--- config.mk ---
export PLATFORM = sky130hd
export DESIGN_NAME = gray_conv_scheduler
export DESIGN_NICKNAME = d
export VERILOG_FILES = /design/src/rtl/gray_conv_scheduler_pkg.sv /design/src/rtl/gray_conv_scheduler_rr_arbiter.sv /design/src/rtl/gray_conv_scheduler.sv
export SDC_FILE = /design/constraint.sdc
export NUM_CORES = 1
export LEC_CHECK = 0
export CORE_MARGIN = 5
export CORE_UTILIZATION = 45
export CTS_CLUSTER_DIAMETER = 150
export DETAILED_ROUTE_END_ITERATION = 8
export GPL_TIMING_DRIVEN = 0
export PLACE_DENSITY = 0.89
export SLEW_MARGIN = 0
export SYNTH_ARGS = -nofsm -noshare
export SYNTH_HDL_FRONTEND = slang
export SYNTH_SLANG_ARGS = --single-unit
--- constraint.sdc ---
create_clock -name clk -period 4.2 [get_ports clk]
set_input_delay 0.63 -clock clk [delete_from_list [all_inputs] [get_ports clk]]
set_output_delay 0.63 -clock clk [all_outputs]
set_load 0.01 [all_outputs]
--- src/rtl/gray_conv_scheduler_pkg.sv ---
// Shared definitions for the Gray-conversion scheduler: code converters,
// default ID width and FSM state encoding.
package gray_pkg;

    localparam int NREQ_DEF = 4;
    localparam int ID_W     = $clog2(NREQ_DEF);

    typedef enum logic {
        ST_IDLE = 1'b0,
        ST_FULL = 1'b1
    } state_t;

    // Callers truncate the 32-bit result to their own word width.
    function automatic logic [31:0] bin2gray(input logic [31:0] b);
        return b ^ (b >> 1);
    endfunction

    function automatic logic [31:0] gray2bin(input logic [31:0] g);
        logic [31:0] b;
        b = g;
        for (int s = 1; s < 32; s = s * 2) begin
            b = b ^ (b >> s);
        end
        return b;
    endfunction

endpackage

--- src/rtl/gray_conv_scheduler_rr_arbiter.sv ---
// Round-robin arbiter: one-hot grant to the first request at or above ptr,
// wrapping modulo NREQ. Purely combinational.
module rr_arbiter #(
    parameter  int NREQ = 4,
    localparam int IDW  = $clog2(NREQ)
) (
    input  logic [NREQ-1:0] req_i,
    input  logic [IDW-1:0]  ptr_i,
    input  logic            enable_i,
    output logic [NREQ-1:0] grant_o,
    output logic [IDW-1:0]  grant_idx_o
);

    always_comb begin
        int   idx;
        logic found;
        grant_o     = '0;
        grant_idx_o = '0;
        found       = 1'b0;
        idx         = 0;
        for (int off = 0; off < NREQ; off++) begin
            // Explicit wrap keeps non-power-of-two NREQ correct.
            idx = int'(ptr_i) + off;
            if (idx >= NREQ) begin
                idx = idx - NREQ;
            end
            if (enable_i && !found && req_i[idx]) begin
                found        = 1'b1;
                grant_o[idx] = 1'b1;
                grant_idx_o  = IDW'(idx);
            end
        end
    end

endmodule

--- src/rtl/gray_conv_scheduler.sv ---
// Shares one binary-to-Gray converter between NREQ requesters via round-robin;
// registered result one cycle after accept, with same-cycle drain+accept.
module gray_conv_scheduler
    import gray_pkg::*;
#(
    parameter  int NREQ    = 4,
    parameter  int WIDTH   = 4,
    parameter  int COUNT_W = 8,
    localparam int IDW     = $clog2(NREQ)
) (
    input  logic                  clk,
    input  logic                  rst_n,
    input  logic [NREQ-1:0]       req_valid,
    input  logic [NREQ*WIDTH-1:0] req_data,
    output logic [NREQ-1:0]       req_ready,
    output logic                  out_valid,
    input  logic                  out_ready,
    output logic [WIDTH-1:0]      out_data,
    output logic [IDW-1:0]        out_id,
    output logic                  busy,
    output logic [COUNT_W-1:0]    conv_count
);

    state_t               state_q, state_d;
    logic [WIDTH-1:0]     out_data_q, out_data_d;
    logic [IDW-1:0]       out_id_q, out_id_d;
    logic [IDW-1:0]       rr_ptr_q, rr_ptr_d;
    logic [COUNT_W-1:0]   count_q, count_d;

    logic                 can_accept;
    logic                 accept;
    logic                 drain;
    logic [NREQ-1:0]      grant;
    logic [IDW-1:0]       grant_idx;
    logic [WIDTH-1:0]     sel_data;

    assign can_accept = (state_q == ST_IDLE) | out_ready;

    // Gating with rst_n keeps req_ready low for the whole reset window.
    rr_arbiter #(.NREQ(NREQ)) u_arb (
        .req_i       (req_valid),
        .ptr_i       (rr_ptr_q),
        .enable_i    (can_accept & rst_n),
        .grant_o     (grant),
        .grant_idx_o (grant_idx)
    );

    assign accept   = |grant;
    assign drain    = (state_q == ST_FULL) & out_ready;
    assign sel_data = req_data[int'(grant_idx)*WIDTH +: WIDTH];

    always_comb begin
        state_d    = state_q;
        out_data_d = out_data_q;
        out_id_d   = out_id_q;
        rr_ptr_d   = rr_ptr_q;
        count_d    = count_q;

        if (accept) begin
            state_d    = ST_FULL;
            out_data_d = WIDTH'(bin2gray(32'(sel_data)));
            out_id_d   = grant_idx;
            if (int'(grant_idx) == NREQ - 1) begin
                rr_ptr_d = '0;
            end else begin
                rr_ptr_d = grant_idx + IDW'(1);
            end
        end else if (drain) begin
            state_d = ST_IDLE;
        end

        if (drain && (count_q != {COUNT_W{1'b1}})) begin
            count_d = count_q + COUNT_W'(1);
        end
    end

    always_ff @(posedge clk or negedge rst_n) begin
        if (!rst_n) begin
            state_q    <= ST_IDLE;
            out_data_q <= '0;
            out_id_q   <= '0;
            rr_ptr_q   <= '0;
            count_q    <= '0;
        end else begin
            state_q    <= state_d;
            out_data_q <= out_data_d;
            out_id_q   <= out_id_d;
            rr_ptr_q   <= rr_ptr_d;
            count_q    <= count_d;
        end
    end

    assign req_ready  = grant;
    assign out_valid  = (state_q == ST_FULL);
    assign out_data   = out_data_q;
    assign out_id     = out_id_q;
    assign busy       = out_valid | (|req_valid);
    assign conv_count = count_q;

endmodule

==> results.txt <==
Switch share: 41.9%
Gate power share: 66.1%
DRC Markers: 0
Mean Syn Cell Area: 11.0 um2
GR Layer Usage met2: 31.3%
Placed inst area: 0.00181 mm2
Vias in the first global route: 1,228
Clock net sink count: 17
Sequential area share after synthesis: 31.5%
1st-pass router iterations: 4
Vias after detailed routing: 1,179
Row cnt: 19
RSZ-0062 raised after global routing: no
Slew Limit Headroom: 42.0%
Die width: 64.7 um
Met1 Use GR: 18.0%
CP Cell Sequence: inv_1 > ha_1 > buf_2 > mux4_2 > or4b_4 > nor2b_2 > a22oi_1 > o21ai_0 > dlygate4sd2_1
Initial antenna violation count: 0
Top FF cell, synth: dfrtp_1
Syn. warnings: 0
Nature of the critical path startpoint: flip-flop
WHS: 0.517 ns
Area grow syn2layout: 37.8%
Final HPWL DP: 2.64 mm
Drt wl/cell: 17.1 um
Design area: 0.00186 mm2
Clk_skew: 0.00120 ns
Share of layout cells above drive strength 1: 17.8%
Setup violations, final: 0
Global-route wire length before repair: 5.46 mm
CP bufs+invs: 3
Total of max-cap violations: 0
FF+latch count, synth: 17
WS Path Type: reg2out
Status: completed
Post-Syn Instances: 123
Switching Power: 0.482 mW
Hold Path Class: reg2reg
Max Freq: 0.259 GHz
Chip Height: 64.7 um
Pin slew with the least headroom to its limit: 0.867 ns
Hold Violations, Final: 0
Post-CTS Hold Fix Bufs: 0
Clk buf depth: 2
Crit path max-delay cell type: mux4_2
Slew Limit Fails: 0
CP endpoint kind: output port
TritonCTS clock tree: yes
Setup TNS: 0 ns
Clock root cell: clkbuf_4
Yosys cell types: 34
Num CTS Buffers: 3
Syn_nets: 155
Critical path arrival: 3.24 ns
Final net count: 202
EDFF count, synth: 0
Post-synth ARST share: 100%
Gr ovfl total: 0
GPL Wtd Cong: 0.837
Pint: 0.667 mW
DR iter-0 viols: 26
Worst Path Max Fanout: 10
Worst-Skew Late Latency: 0.30 ns
Die ar.: 0.00419 mm2
Clock power share: 8.3%
Synth Cell Area: 0.00135 mm2
Filler cell count: 233
M3 GR Usage: 5.53%
Crit path time final: 3.87 ns
Core footprint: 0.00281 mm2
Overall routing resource usage: 16.5%
Delay-heaviest family, CP: simple AND/OR/NAND/NOR gates
Final period util: 92.0%
Worst path max stage delay: 0.55 ns
Worst vdd ir: 0.000421 V
Total leakage power: 0.802 nW
Antenna cells: 0
Busiest grt layer: met2
Clk slew on worst S/H paths: 0.11 ns
Antenna viol nets, final: 0
Sequential power share: 25.6%
Initial core utilization: 48.1%
Cell Pwr Density: 618 mW/mm2
IO buf count: 42
Total wire length: 3.42 mm
CTS H-tree depth: 1
Largest net degree at the start of global routing: 21
Worst EP required: 3.57 ns
Ports: 43
Vias/cell: 5.90
[power by group through the flow]
stage / Combinational, mW / Sequential, mW / Clock [mW]
global route: 0.821 / 0.305 / 0.106
floorplan: 0.461 / 0.320 / 0
detailed placement: 0.742 / 0.303 / 0
CTS: 0.766 / 0.293 / 0.0967
global placement: 0.713 / 0.298 / 0
finish: 0.760 / 0.294 / 0.0953
[Yosys cell counts, drive strengths merged (2+ instances only)]
cell | number | area [um2]
a21oi | 3 | 18.8
a22oi | 8 | 60.1
a31oi | 3 | 25.0
buf | 2 | 10.0
clkbuf | 3 | 11.3
dfrtp | 17 | 425
ha | 9 | 113
inv | 4 | 15.0
mux2 | 6 | 67.6
mux2i | 4 | 40.0
mux4 | 8 | 180
nand2 | 7 | 26.3
nand4 | 3 | 18.8
nor2 | 3 | 11.3
nor2b | 9 | 56.3
o21ai | 10 | 50.1
xnor2 | 4 | 35.0
xor2 | 7 | 61.3
[cell type report]
| class | count | area (um2) | share of cell area, % |
|---|---|---|---|
| buffer | 3 | 12.5 | 0.673 |
| clock buffer | 3 | 22.5 | 1.21 |
| clock inverter | 1 | 7.51 | 0.404 |
| inverter | 4 | 15.0 | 0.808 |
| multi-input combinational | 97 | 892 | 48.0 |
| sequential | 17 | 428 | 23.0 |
| tap | 31 | 38.8 | 2.09 |
| timing repair buffer | 44 | 442 | 23.8 |
[registers in the layout (all words and copies together) (netlist names)]
name,flops
rr_ptr_q,2
out_data,4
out_id,2
conv_count,8
out_valid,1
[worst reg2reg max path, delay by kind of cell (launching register included)]
kind | cells | cell delay [ns]
and+or+nand+nor | 1 | 0.53
adders and majority gates | 1 | 0.31
DFF | 1 | 0.38
xor gates and xnor gates | 1 | 0.17
AOI/OAI and AO/OA | 2 | 0.30
buffers and inverters | 2 | 0.35
muxes | 3 | 1.26
[worst paths after layout]
| check | from | end | slack (ns) | depth (start not counted) |
|---|---|---|---|---|
| max in group asynchronous | rst_n | rr_ptr_q[0]$_DFFE_PN0P_ | 2.80 | 1 |
| worst min register to register | out_data[3]$_DFFE_PN0P_ | out_data[3]$_DFFE_PN0P_ | 0.52 | 1 |
| min in group asynchronous | rst_n | conv_count[1]$_DFFE_PN0P_ | 0.81 | 1 |
| worst max-delay path | rr_ptr_q[1]$_DFFE_PN0P_ | req_ready[3] | 0.33 | 9 |
| worst max register to register | rr_ptr_q[1]$_DFFE_PN0P_ | out_data[2]$_DFFE_PN0P_ | 0.82 | 10 |
| worst min-delay path | out_data[3]$_DFFE_PN0P_ | out_data[3]$_DFFE_PN0P_ | 0.52 | 1 |
[per-layer routing]
layer | up-vias | share of wire [%]
met4 | 0 | 0
met3 | 0 | 5.8
met1 | 585 | 40
li1 | 555 | -
met5 | - | 0
met2 | 39 | 54
[stage by stage]
stage          util [%]  instances  power, mW  setup WS, ns
4_1_cts            66.0        200       1.16        0.0477
2_1_floorplan         -        123      0.781         0.708
5_1_grt            66.2        200       1.23         0.196
3_3_place_gp       64.5        196       1.01       -0.0823
3_5_place_dp       64.5        196       1.04        -0.183
6_report           66.2        200       1.15         0.334
[placed cells by master (no fill, tap or decap), types with 2 or more instances in the layout]
master,Yosys,routed
clkdlybuf4s50_1,0,38
dfrtp_1,17,15
ha_1,9,9
mux4_2,8,8
a22oi_1,8,8
nand2_1,7,7
nor2b_1,9,7
xor2_1,7,7
o21ai_0,6,6
mux2_2,6,6
inv_1,4,4
o21ai_1,4,4
mux2i_1,4,4
xnor2_1,4,4
nor2_1,3,3
nand4_1,3,3
clkbuf_4,0,3
dlymetal6s2s_1,0,3
clkbuf_1,3,2
nor2b_2,0,2
a31oi_1,2,2
a21oi_1,2,2
buf_4,0,2
dfrtp_2,0,2
[what timing repair did]
item,CTS,global route
gates resized for setup,5,3
setup endpoints to repair,4,3
setup buffers,2,0
pin swaps,0,0
[logic make-up (layout without fill, tap and decap cells)]
group | Yosys count | in the layout | share of synthesized area (%)
adder cells (fa/ha/maj) | 9 | 9 | 8.35
AO/OA/AOI/OAI | 30 | 30 | 15.7
flip-flops | 17 | 17 | 31.5
multiplexers | 18 | 18 | 21.3
XOR/XNOR | 11 | 11 | 7.14
AND/OR/NAND/NOR | 29 | 29 | 13.3
buffers and inverters | 9 | 55 | 2.69
No activity file was read; power rests on OpenSTA's default activity.
==> patch 1, RTL diff (same settings) <==
Put one more register stage on the output `conv_count`, with the module's reset. The value now appears one clock later. The other outputs are not delayed to match.
--- a/src/rtl/gray_conv_scheduler.sv
+++ b/src/rtl/gray_conv_scheduler.sv
@@ -95,7 +95,13 @@
     assign out_data   = out_data_q;
     assign out_id     = out_id_q;
     assign busy       = out_valid | (|req_valid);
-    assign conv_count = count_q;
+    always_ff @(posedge clk or negedge rst_n) begin
+        if (!rst_n) begin
+            conv_count <= '0;
+        end else begin
+            conv_count <= count_q;
+        end
+    end
 
 endmodule
 
Behaviour: not the same (Yosys sat finds a counterexample within 4 cycles, from zero or initial values and one cycle with rst_n low).
==> patch 1 against the original RTL <==
Final area increased by 12%. Area after synthesis increased by 15%. Wire length increased by 0.99%. Sequential share of layout area increased by 7.3 points. Sequential cell count increased by 8. Setup slack improved by 0.0063 ns. Total power increased by 9.5%. Critical endpoint unchanged. Largest cell class unchanged. Largest power group unchanged.
==> patch 1: results (changes against the original RTL) <==
Yosys
  – Async SR Flop Fraction: 100.0% (unchanged)
  – Synthesized net count: 163 (+5.2%)
  – Top FF cell, synth: dfrtp_1
  – Synth cell types: 34 (unchanged)
  – Syn. warnings: 0 (unchanged)
  – Sequential fraction of the synthesis area: 40.39% (+8.8 points)
  – Cells after synthesis: 131 (+6.5%)
  – Synth top area cells: dfrtp_1, mux4_2, ha_1
  – Post-synth top cells: dfrtp_1, ha_1, nor2b_1, a22oi_1, mux4_2

CTS
  – H-tree levels: 1 (unchanged)
  – Root Driver: clkbuf_4
  – TritonCTS buffer count: 3 (unchanged)
  – Clock Path Buffers: 2 (unchanged)
  – Clock latency on the worst-skew pair: roughly 0.31 ns
  – Clock slew at reported path FFs: 0.13 ns (+0.02 ns)

Route
  – DRT iter0 DRCs: 31 (+19%)
  – Avg WL per Cell: 15.48 um (-9.4%)
  – Drt pass-1 iters: 4 (unchanged)
  – Drt total wl: 3453 um (+0.99%)
  – DR vias: 1218 (+3.3%)

GRT
  – Global Route Usage Sum: 16.08% (-0.46 points)
  – Largest net degree at the start of global routing: 29 (+38%)
  – Initial antenna violation count: 0 (unchanged)
  – Vias in the first global route: 1261 (+2.7%)
  – Global-route wire length before repair: 5816 um (+6.4%)

Placement
  – Placed cells: 219 (+12%)
  – Buffers added on ports: 42 (unchanged)
  – Dpl hpwl: 2723 um (+3.1%)
  – Placed inst area: 2027 um2 (+12%)
  – Placer Congestion: 0.7863 (-6.1%)

STA
  – Relative max-transition margin: 19.77% (-22 points)
  – Max Clock Skew: 0.005262 ns (+0.004064 ns)

Worst setup path
  – CP Capture Point: req_ready[3]
  – CP arrival: 3.23 ns (about the same)
  – Reg-to-Reg End: out_data[2]$_DFFE_PN0P_
  – Worst reg2reg setup slack: ~0.8 ns
  – Slowest stage cell, crit path: mux4_2
  – Worst R2R Path Depth: 10 (unchanged)
  – Family with the most delay on the worst path: simple AND/OR/NAND/NOR gates
  – Critical Path Start: rr_ptr_q[1]$_DFFE_PN0P_
  – Critical-path maximum fanout: 10 (unchanged)
  – Max incr delay on CP: approximately 0.54 ns

Min path
  – Hold path cells: 0 (-1)
  – Hold Path Class: reg2reg

Power and ir drop
  – Leak: 0.9071 nW (+13%)
  – Maximum vdd drop: 0.0003154 V (-25%)

Final layout
  – Filler cell count: 273 (+17%)
  – Layout cells sized above 1: 16.38% (-1.4 points)
  – # diodes: 0 (unchanged)
  – Nets@finish: 210 (+4.0%)

Run status
  – Outcome: finished clean
patch 1: changes by cell type in the layout (fill, tap and decap cells not counted):
cell and change:
dfrtp_1 +8, clkbuf_1 +1, dlygate4sd2_1 +1, clkdlybuf4s50_1 -1, clkinvlp_4 -1
patch 1: worst min path at each step:
stage,from,to,slack [ns]
after floorplan,rst_n,conv_count[0]$_DFF_PN0_,0.33
after global placement,count_q[6]$_DFFE_PN0P_,conv_count[6]$_DFF_PN0_,0.41
after detailed placement,count_q[7]$_DFFE_PN0P_,conv_count[7]$_DFF_PN0_,0.42
after CTS,count_q[6]$_DFFE_PN0P_,conv_count[6]$_DFF_PN0_,0.45
after global routing,count_q[6]$_DFFE_PN0P_,conv_count[6]$_DFF_PN0_,0.47
final,count_q[1]$_DFFE_PN0P_,conv_count[1]$_DFF_PN0_,0.45
patch 1: stage by stage:
| step | worst slack (ns) | utilization, % | hold WS, ns | TNS [ns] |
|---|---|---|---|---|
| 3_5_place_dp | -0.2422 | 60.74 | 0.4152 | -0.8824 |
| 2_1_floorplan | 0.7083 | - | 0.3344 | 0 |
| 5_1_grt | 0.1087 | 62.09 | 0.4738 | 0 |
| 6_report | 0.3406 | 62.09 | 0.4530 | 0 |
| 3_3_place_gp | -0.09676 | 60.74 | 0.4109 | -0.2889 |
| 4_1_cts | 0.03688 | 61.87 | 0.4534 | 0 |
patch 1: cell type report:
cell class / instances / area [um2] / area share [%]
repair buffers: 44 / 440.4 / 21.26
flip-flops and latches: 25 / 628.1 / 30.31
clock buffers: 4 / 26.28 / 1.268
inverters: 4 / 15.01 / 0.7246
plain buffers: 3 / 12.51 / 0.6039
well taps: 46 / 57.56 / 2.778
multi-input cells: 97 / 892.1 / 43.06
patch 1: logic make-up after synthesis:
logic type      count (synthesis)  share of synthesized area, %
simple gates                   29                         11.55
compound gates                 30                         13.65
buf+inv                         9                         2.342
xor+xnor                       11                         6.220
mux                            18                         18.58
flops                          25                         40.39
fa+ha+maj                       9                         7.270
patch 1: metal layers:
layer  vias to the layer above  GRT usage [%]  wire length (um)
li1                        577              -                 -
met1                       603          22.38              1438
met2                        36          26.34              1841
met3                         2          2.593               168
met4                         0          3.474                 5
met5                         -              0                 0
patch 1: where the power goes:
part	switching [mW]	internal [mW]	leakage [nW]	total [mW]
Combinational	0.357	0.396	0.582	0.753
Sequential	0.0662	0.335	0.311	0.401
Clock	0.0672	0.0371	0.0150	0.104
patch 1: repair_timing:
| action | 4_1_cts | 5_1_grt |
|---|---|---|
| resized for setup | 6 | 3 |
| hold buffers | 0 | 0 |
| setup endpoints to repair | 4 | 3 |
| buffers inserted | 2 | 0 |
==> patch 2, RTL diff (same flow settings) <==
Made on the original files. `NREQ` is set to 4 in 2 places; all go to 2.
--- a/src/rtl/gray_conv_scheduler_rr_arbiter.sv
+++ b/src/rtl/gray_conv_scheduler_rr_arbiter.sv
@@ -1,7 +1,7 @@
 // Round-robin arbiter: one-hot grant to the first request at or above ptr,
 // wrapping modulo NREQ. Purely combinational.
 module rr_arbiter #(
-    parameter  int NREQ = 4,
+    parameter  int NREQ = 2,
     localparam int IDW  = $clog2(NREQ)
 ) (
     input  logic [NREQ-1:0] req_i,
--- a/src/rtl/gray_conv_scheduler.sv
+++ b/src/rtl/gray_conv_scheduler.sv
@@ -3,7 +3,7 @@
 module gray_conv_scheduler
     import gray_pkg::*;
 #(
-    parameter  int NREQ    = 4,
+    parameter  int NREQ    = 2,
     parameter  int WIDTH   = 4,
     parameter  int COUNT_W = 8,
     localparam int IDW     = $clog2(NREQ)
Ports: changed (resized out_id, req_data, req_ready and req_valid); port bits go from 43 to 30. The function was not compared with the original's and may differ.
==> patch 2 against the original RTL <==
Setup slack better by 0.61 ns. Clock power down 17%. Count of clock-buffer cells in the layout up 1. Area after synthesis down 41%. Final area down 39%. Wire length down 50%. Fmax up 19%. Total power down 54%. Sequential cell count down 2. Hold slack worse by 0.0076 ns. Via count down 44%. Critical endpoint is now req_ready[0]. Largest cell class unchanged.
==> patch 2: results (changes against the original RTL) <==
Worst setup path
  – Critical-path maximum fanout: 18 (+8)
  – Family with the most delay on the worst path: buffers and inverters
  – Worst reg2reg setup slack: 2.69 ns (+1.87 ns)
  – Critical Path Start: rst_n
  – R2R Path Start: conv_count[0]$_DFFE_PN0P_
  – Slowest stage cell, crit path: clkdlybuf4s50_1
  – CP arrival: 2.63 ns (-0.61 ns)
  – Max incr delay on CP: 0.99 ns (+0.44 ns)

Placement
  – Placement Setup Slack: 0.8873 ns (+1.070 ns)
  – Dpl hpwl: 1387 um (-47%)
  – Buffers added on ports: 29 (-31%)
  – Placer Congestion: 0.7746 (-7.5%)

Final layout
  – Nets@finish: 121 (-40%)
  – Layout cells sized above 1: 11.32% (-6.4 points)

Yosys
  – Multiplexer area fraction after synthesis: 4.589% (-17 points)
  – Synth top area cells: dfrtp_1, xnor2_1, nand4_4
  – Synthesized net count: 87 (-44%)
  – Synth cell types: 24 (-29%)

Route
  – Avg WL per Cell: 12.95 um (-24%)
  – DRT iter0 DRCs: 12 (-54%)

GRT
  – Global-route wire length before repair: 2980 um (-45%)
  – Vias in the first global route: 674 (-45%)

Run status
  – Outcome: finished clean

STA
  – WHS: 0.5098 ns (-0.007552 ns)

CTS
  – Post-CTS Setup Inserts: 0 (-2)

Power and ir drop
  – Internal power: 0.3489 mW (-48%)
patch 2: metal layers:
layer | wire length (um) | track usage [%] | up-vias
li1 | - | - | 325
met4 | 55 | 9.607 | 0
met2 | 812 | 23.64 | 30
met3 | 122 | 4.871 | 6
met1 | 707 | 17.59 | 303
met5 | 0 | 0 | -
patch 2: through the flow:
stage / power, mW / instances / area [um2]
after floorplan: 0.3306 / 73 / 790.8
after CTS: 0.5351 / 131 / 1139
final: 0.5257 / 131 / 1139
after global placement: 0.4401 / 127 / 1112
after detailed placement: 0.4527 / 127 / 1112
after global routing: 0.5648 / 131 / 1139
patch 2: worst min path at each step:
stage                                  startpoint                        end  cells past startpoint
after floorplan                             rst_n  conv_count[0]$_DFFE_PN0P_                      0
after global placement       rr_ptr_q$_DFFE_PN0P_       rr_ptr_q$_DFFE_PN0P_                      2
after detailed placement  out_data[0]$_DFFE_PN0P_    out_data[0]$_DFFE_PN0P_                      1
after CTS                    rr_ptr_q$_DFFE_PN0P_       rr_ptr_q$_DFFE_PN0P_                      2
after global routing      out_data[1]$_DFFE_PN0P_    out_data[1]$_DFFE_PN0P_                      1
final                        rr_ptr_q$_DFFE_PN0P_       rr_ptr_q$_DFFE_PN0P_                      2
patch 2: cell type report:
class	count	area [um2]
Clock buffer	4	26.28
Sequential cell	15	375.4
Tap cell	25	31.28
Inverter	2	12.51
Multi-Input combinational cell	56	402.9
Fill cell	144	569.3
Timing Repair Buffer	29	290.3
patch 2: logic make-up after synthesis:
group	count (synthesis)
AO/OA/AOI/OAI	10
AND/OR/NAND/NOR	31
multiplexers	3
flip-flops	15
adder cells (fa/ha/maj)	1
XOR/XNOR	11
buffers and inverters	2
